## config.mk

```make
export PLATFORM = sky130hd
export DESIGN_NAME = rtc_wr_seq
export DESIGN_NICKNAME = d
export VERILOG_FILES = /design/src/rtl/rtc_bus_pkg.sv /design/src/rtl/rtc_phase_cnt.sv /design/src/rtl/rtc_wr_seq.sv
export SDC_FILE = /design/constraint.sdc
export NUM_CORES = 1
export LEC_CHECK = 0
export ABC_CLOCK_PERIOD_IN_PS = 2800
export CAP_MARGIN = 20
export CORE_MARGIN = 2
export CORE_UTILIZATION = 50
export DETAILED_ROUTE_END_ITERATION = 10
export PLACE_DENSITY = 0.78
export SLEW_MARGIN = 20
export SYNTH_ARGS = -nofsm -noshare
export SYNTH_HDL_FRONTEND = slang
export SYNTH_SLANG_ARGS = --single-unit
```

## constraint.sdc

```tcl
create_clock -name clkB2 -period 2.8 [get_ports clkB2]
set_clock_uncertainty 0.15 [all_clocks]
set_input_delay 0.56 -clock clkB2 [delete_from_list [all_inputs] [get_ports clkB2]]
set_output_delay 0.56 -clock clkB2 [all_outputs]
set_load 0.005 [all_outputs]
```

## src/rtl/rtc_bus_pkg.sv

```systemverilog
// Shared RTC multiplexed-bus definitions: write-cycle state encoding, default phase timing and register map.
// Pure declarations, so there is no latency or backpressure.
package rtc_bus_pkg;

  typedef enum logic [2:0] {
    IDLE = 3'd0,
    ADDR = 3'd1,
    GAP  = 3'd2,
    DATA = 3'd3,
    REC  = 3'd4
  } wrState_t;

  localparam int DEF_PHASE_CYC = 11;
  localparam int DEF_GAP_CYC   = 3;
  localparam int DEF_REC_CYC   = 4;

  // RTC register map used by the control FSM
  localparam logic [7:0] RTC_REG_SEC  = 8'h20;
  localparam logic [7:0] RTC_REG_MIN  = 8'h21;
  localparam logic [7:0] RTC_REG_HOUR = 8'h22;
  localparam logic [7:0] RTC_REG_DAY  = 8'h23;
  localparam logic [7:0] RTC_REG_CTRL = 8'h2f;

endpackage

```

## src/rtl/rtc_phase_cnt.sv

```systemverilog
// 5-bit loadable down counter that times one bus phase; it saturates at 0 and never wraps.
// cntNext is combinational, so owners can decode registered outputs from it. There is no backpressure.
module rtc_phase_cnt (
  input  logic       clkB2,
  input  logic       resetB2,
  input  logic       load,
  input  logic [4:0] len,
  output logic       zero,
  output logic [4:0] cntNext
);

  logic [4:0] cnt;

  always_comb begin
    if (load)
      cntNext = len;
    else if (cnt == 5'd0)
      cntNext = 5'd0;
    else
      cntNext = cnt - 5'd1;
  end

  always_ff @(posedge clkB2 or posedge resetB2) begin
    if (resetB2)
      cnt <= 5'd0;
    else
      cnt <= cntNext;
  end

  assign zero = (cnt == 5'd0);

endmodule

```

## src/rtl/rtc_wr_seq.sv

```systemverilog
// Sequences one RTC bus write (ADDR, GAP, DATA, REC); done follows start by 2*PHASE+GAP+REC cycles.
// A start that arrives while busy is dropped (no queueing). Pins are registered from next-state decode.
module rtc_wr_seq
  import rtc_bus_pkg::*;
#(
  parameter int PHASE_CYC = DEF_PHASE_CYC,
  parameter int GAP_CYC   = DEF_GAP_CYC,
  parameter int REC_CYC   = DEF_REC_CYC
) (
  input  logic       clkB2,
  input  logic       resetB2,
  input  logic       start,
  input  logic [7:0] addr,
  input  logic [7:0] wdata,
  output logic       busy,
  output logic       done,
  output logic       cs_n,
  output logic       wr_n,
  output logic       rd_n,
  output logic       ad_n,
  output logic [7:0] ad_out,
  output logic       ad_oe
);

  localparam logic [4:0] PHASE_LEN = 5'(PHASE_CYC - 1);
  localparam logic [4:0] GAP_LEN   = 5'(GAP_CYC - 1);
  localparam logic [4:0] REC_LEN   = 5'(REC_CYC - 1);

  wrState_t   state, stateNext;
  logic       load, zero, accept, phaseNext;
  logic [4:0] len, cntNext;
  logic [7:0] addrQ, dataQ, addrNext, dataNext;

  rtc_phase_cnt uPhaseCnt (
    .clkB2   (clkB2),
    .resetB2 (resetB2),
    .load    (load),
    .len     (len),
    .zero    (zero),
    .cntNext (cntNext)
  );

  always_comb begin
    stateNext = state;
    load      = 1'b0;
    len       = 5'd0;
    case (state)
      IDLE: if (start) begin stateNext = ADDR; load = 1'b1; len = PHASE_LEN; end
      ADDR: if (zero)  begin stateNext = GAP;  load = 1'b1; len = GAP_LEN;   end
      GAP:  if (zero)  begin stateNext = DATA; load = 1'b1; len = PHASE_LEN; end
      DATA: if (zero)  begin stateNext = REC;  load = 1'b1; len = REC_LEN;   end
      REC:  if (zero)  begin stateNext = IDLE; load = 1'b1; len = 5'd0;      end
      default: begin stateNext = IDLE; load = 1'b1; end
    endcase
  end

  assign accept    = (state == IDLE) && start;
  assign addrNext  = accept ? addr  : addrQ;
  assign dataNext  = accept ? wdata : dataQ;
  assign phaseNext = (stateNext == ADDR) || (stateNext == DATA);

  // wr_n is held high on the first (setup) and last (hold) cycle of each phase
  always_ff @(posedge clkB2 or posedge resetB2) begin
    if (resetB2) begin
      state  <= IDLE;
      addrQ  <= 8'h00;
      dataQ  <= 8'h00;
      busy   <= 1'b0;
      done   <= 1'b0;
      cs_n   <= 1'b1;
      wr_n   <= 1'b1;
      ad_n   <= 1'b1;
      ad_out <= 8'h00;
      ad_oe  <= 1'b0;
    end else begin
      state  <= stateNext;
      addrQ  <= addrNext;
      dataQ  <= dataNext;
      busy   <= (stateNext != IDLE);
      done   <= (state == REC) && (stateNext == IDLE);
      cs_n   <= !phaseNext;
      ad_oe  <= phaseNext;
      ad_n   <= (stateNext != ADDR);
      wr_n   <= !(phaseNext && (cntNext != PHASE_LEN) && (cntNext != 5'd0));
      if (stateNext == ADDR)
        ad_out <= addrNext;
      else if (stateNext == DATA)
        ad_out <= dataQ;
      else
        ad_out <= 8'h00;
    end
  end

  assign rd_n = 1'b1;

endmodule

```

==> metrics.cfg, run 1 <==
[detailed_routing]
detail_route.iter0.violations=22
drt_pre_antenna_iters=4
via_per_inst=5.40
routed_wl_um=3180
route.vias.total=1151
post-route-drc-count=0
wire_per_inst_um=14.9
route.antenna.remaining_nets=0

[job]
max_cap_violations=0

[min_path]
hold_class=reg -> reg

[setup_path]
worst-setup-path-type=reg -> reg
timing.critical_path.from_type=register
crit_path_max_fanout=4
crit_path_end_kind=register
critPathArrivalTime_ps=2630
crit_required_ps=2930

[global_routing]
grt_pass1_wl_um=5290
globalRouteMet1Util_pct=23.3
grt_util_met2_pct=32.9
grt_remaining_overflow=0
grt_pass1_vias=1159
initial_antenna_violation_count=0
grt_max_degree=39
global_route_hottest_layer=met2
groute.usage.overall_pct=20.1
global_route.usage.met3_pct=8.40

[sta]
grt_setup_unrepaired=false
final_number_of_hold_violating_endpoints=0
actual_transition_at_the_worst_max_transition_pin_ps=659
final_max_slew_viol_count=0
maxSlewHeadroom_pct=55.9
totalNegativeSetupSlack_ps=0
final.period_utilization_pct=89.1
final.setup.worst_slack_ps=306
fin_crit_ps=2490
max_freq_mhz=401
report.final.setup_viol=0

[clocking]
postCtsResizedCells=0
cts-root-to-sink-buffers=2
tritoncts_clock_tree=yes
path_clk_slew_ps=100
numCtsBuffers=5
cts_htree_levels=2
root_buffer=clkbuf_4
cts_setup_buffers=0
cts.hold.buffers_added=0
clock_sink_count=38
worst_skew_pair.late_latency_ps=340

[finish]
multi_input_comb_area_um2=618
most-common-layout-cells=dfrtp_1 (35), clkdlybuf4s50_1 (32), mux2_2 (16)
layout_area_overhead_pct=26.8
final_nets=189
antenna_cells=0
layout.cells.most_common=dfrtp_1
regArea_um2=955
drive_above_1_share_pct=21.3
nFillCells=252

[yosys]
avgSynthCellArea_um2=12.8
synthCells=130
yosysSeqAreaShare_pct=57.4
post_synth_num_cell_types=39
cell_area_after_technology_mapping_um2=1660
yosys_warnings=0
syn_nets=151
ys_ff_latch=38

[die]
effective_utilization_at_floorplan_pct=53.6
design.core.area_um2=3100
standard_cell_rows=20
chipWidth_um=61.7
io-pin-count=34
die_area_um2=3800
die_y_um=61.7

[power_and_ir_drop]
cellPowerDensity_nw_per_um2=1080
irDropWorstVdd_mv=0.499
power.leakage_uw=0.000886

[placement]
rd_place_congestion=0.840
detailed_place_hpwl_um=2350
portBuffers=32
dpl_worst_slack_ps=165

[run_status]
status=completed

[metal layers]
layer	vias up	part of all wire (%)
met1	567	41
met3	5	8.1
met4	0	1.5
met5	-	0
li1	536	-
met2	43	50
[final timing paths]
check | end | start | slack (ps) | cells after the start
max | wr_n$_DFF_PP1_ | uPhaseCnt.cnt[0]$_DFF_PP0_ | 310 | 7
min | ad_out[6]$_DFF_PP0_ | dataQ[6]$_DFFE_PP0N_ | 350 | 1
max reg2reg | wr_n$_DFF_PP1_ | uPhaseCnt.cnt[0]$_DFF_PP0_ | 310 | 7
min reg2reg | ad_out[6]$_DFF_PP0_ | dataQ[6]$_DFFE_PP0N_ | 350 | 1
max in group asynchronous | cs_n$_DFF_PP1_ | resetB2 | 1690 | 3
min in group asynchronous | addrQ[4]$_DFF_PP0_ | resetB2 | 470 | 3
[through the flow]
stage	hold WS (ps)	cell area (um^2)	total power [uW]	util, %	cells
4_1_cts	360	2110	2310	67.9	213
3_5_place_dp	335	2020	1920	65.2	205
3_3_place_gp	326	2020	1870	65.2	205
6_report	350	2110	2280	67.9	213
2_1_floorplan	312	1660	1580	-	130
5_1_grt	382	2110	2450	67.9	213
[sequential cells by signal (all words and copies together) (netlist names), 3 cells and up]
register / cells
ad_out: 8
uPhaseCnt.cnt: 5
state: 3
addrQ: 8
dataQ: 8
[cells by family (layout without fill, tap and decap cells)]
logic type | Yosys count | after routing | share of synthesized area, %
AND/OR/NAND/NOR | 34 | 34 | 12.6
adder cells (fa/ha/maj) | 2 | 2 | 1.50
multiplexers | 17 | 17 | 11.4
other | 1 | 1 | 0.226
buffers and inverters | 15 | 54 | 5.42
XOR/XNOR | 4 | 4 | 2.11
flip-flops | 38 | 38 | 57.4
AO/OA/AOI/OAI | 19 | 19 | 9.33
[report_power, final]
part | switching [uW] | internal (uW) | leakage, uW | total [uW]
Combinational | 392 | 542 | 0.000387 | 935
Sequential | 152 | 811 | 0.000454 | 963
Clock | 171 | 213 | 0.0000455 | 384
[worst max-delay path, stage by stage, from the launching register on]
cell and delay (ps):
dfrtp_1 420, inv_1 110, ha_1 220, nor4b_4 310, a211oi_1 130, or3b_4 400, or4_1 510, and3_1 180
[layout make-up]
type	instances	area share, %
Sequential cell	38	45.3
Multi-Input combinational cell	77	29.3
Timing Repair Buffer	38	17.3
Clock buffer	7	2.61
Tap cell	44	2.61
Clock inverter	1	1.42
Inverter	8	1.42
[cells in the mapped netlist]
cell       n  area, um^2
dfrtp_1   35         876
mux2_2    16         180
a32o_1     8        80.1
inv_1      8        30.0
nor2_1     7        26.3
nor3_1     7        35.0
nand2_1    5        18.8
clkbuf_1   3        11.3
clkbuf_8   3        41.3
dfstp_2    3        78.8
xnor2_1    3        26.3
a21oi_1    2        10.0
a31oi_1    2        12.5
and3_1     2        12.5
ha_1       2        25.0
a211oi_1   1        7.51
a21boi_0   1        7.51
a311oi_1   1        8.76
and2b_2    1        8.76
buf_4      1        7.51
conb_1     1        3.75
mux2i_1    1        10.0
nand2b_1   1        6.26
nand3_1    1        5.00
nand3b_1   1        7.51
nand4b_1   1        8.76
nor4_1     1        6.26
nor4b_4    1        23.8
o211ai_1   1        7.51
o21ai_0    1        5.00
o22ai_1    1        6.26
o32a_1     1        10.0
or2_1      1        6.26
or2b_2     1        8.76
or3_1      1        6.26
or3b_4     1        11.3
or4_1      1        7.51
or4b_1     1        10.0
xor2_1     1        8.76
Note: power is estimated with default switching activity, not from simulation.
==> run 2, diff against run 1 <==
GPL_TIMING_DRIVEN = 0   (was unset)
==> metrics.cfg, run 2 (synthesized netlist as in run 1, its figures left out) <==
[clocking]
worst_skew_pair.late_latency_ps=350
root_buffer=clkbuf_4
numCtsBuffers=5
tritoncts_clock_tree=yes
clock_sink_count=38
cts-root-to-sink-buffers=2
cts_htree_levels=2
path_clk_slew_ps=120

[sta]
final.period_utilization_pct=91.4
report.final.setup_viol=0
grt_setup_unrepaired=false
holdWs_ps=363
final_number_of_hold_violating_endpoints=0
final_max_slew_viol_count=0
fin_crit_ps=2560
actual_transition_at_the_worst_max_transition_pin_ps=1090
max_freq_mhz=391
maxSlewHeadroom_pct=26.9

[die]
effective_utilization_at_floorplan_pct=53.6
design.core.area_um2=3100
chipWidth_um=61.7
standard_cell_rows=20
die_area_um2=3800
io-pin-count=34
die_y_um=61.7

[power_and_ir_drop]
power.leakage_uw=0.000909
irDropWorstVdd_mv=0.549
cellPowerDensity_nw_per_um2=1090

[detailed_routing]
drt_pre_antenna_iters=4
route.vias.total=1223
detail_route.iter0.violations=27
via_per_inst=5.61
route.antenna.remaining_nets=0
wire_per_inst_um=16.4
post-route-drc-count=0
routed_wl_um=3580

[finish]
layout.cells.most_common=dfrtp_1
final_nets=194
drive_above_1_share_pct=23.0
most-common-layout-cells=dfrtp_1 (35), clkdlybuf4s50_1 (32), mux2_2 (16)
layout_area_overhead_pct=29.6
antenna_cells=0
final_area_um2=2150
largestRegisters=ad_out: 8 flops, addrQ: 8 flops, dataQ: 8 flops

[global_routing]
grt_pass1_wl_um=5560
initial_antenna_violation_count=0
grt_remaining_overflow=0
groute.usage.overall_pct=21.2
grt_pass1_vias=1165
grt_max_degree=39

[setup_path]
crit_path_max_fanout=8
critPathArrivalTime_ps=2700
worstPathCellList=inv_1 > ha_1 > nor4b_4 > buf_4 > a211oi_1 > or3b_4 > or4_1 > and3_1
crit_family=simple AND/OR/NAND/NOR gates
timing.critical_path.from_type=register
buf_inv_on_cp=2
crit_path_end_kind=register
crit_required_ps=2940
worst-setup-path-type=reg -> reg
slowest_delay_ps=510
rrSetupSlack_ps=240
critical_path.slowest_cell=or4_1

[job]
max_cap_violations=0

[placement]
portBuffers=32
rd_place_congestion=0.783
detailed_place_hpwl_um=2320
post_placement_cell_area_um2=2040

[min_path]
hold_class=reg -> reg

[run_status]
status=completed

run 2: cell type report:
cell class,count,area (um^2)
buffer,7,61.3
clock buffer,7,55.1
clock inverter,1,30.0
fill,254,948
inverter,8,30.0
multi-input combinational,77,618
sequential,38,955
tap,44,55.1
timing repair buffer,36,350
run 2: timing repair:
item,4_1_cts,5_1_grt
hold buffers,0,0
resized for setup,0,2
buffers inserted,0,4
setup endpoints to repair,0,4
run 2: final timing paths:
kind | start | end | depth (start not counted)
worst min register to register | dataQ[6]$_DFFE_PP0N_ | ad_out[6]$_DFF_PP0_ | 1
max in group asynchronous | resetB2 | uPhaseCnt.cnt[4]$_DFF_PP0_ | 2
worst max register to register | uPhaseCnt.cnt[0]$_DFF_PP0_ | wr_n$_DFF_PP1_ | 8
worst min-delay path | dataQ[6]$_DFFE_PP0N_ | ad_out[6]$_DFF_PP0_ | 1
min in group asynchronous | resetB2 | addrQ[4]$_DFF_PP0_ | 2
worst max-delay path | uPhaseCnt.cnt[0]$_DFF_PP0_ | wr_n$_DFF_PP1_ | 8
run 2: stage by stage:
step,setup WS (ps),total power [uW],utilization [%],std cells,setup TNS (ps)
2_1_floorplan,321,1580,-,130,0
3_3_place_gp,-101,1870,65.7,206,-794
5_1_grt,165,2510,69.4,218,0
4_1_cts,65.7,2320,68.4,214,0
3_5_place_dp,-116,1930,65.7,206,-843
6_report,240,2350,69.4,218,0
run 2: report_power, final:
part / switching [uW] / internal [uW] / leakage, uW
clock: 183 / 213 / 0.0000455
combinational: 448 / 567 / 0.000410
sequential: 128 / 811 / 0.000454
run 2: per-layer routing:
layer	vias up	GRT usage (%)	share of wire (%)
li1	549	-	-
met1	608	25.3	43
met2	52	35.5	48
met3	14	7.35	6.1
met4	0	7.90	2.6
met5	-	0	0
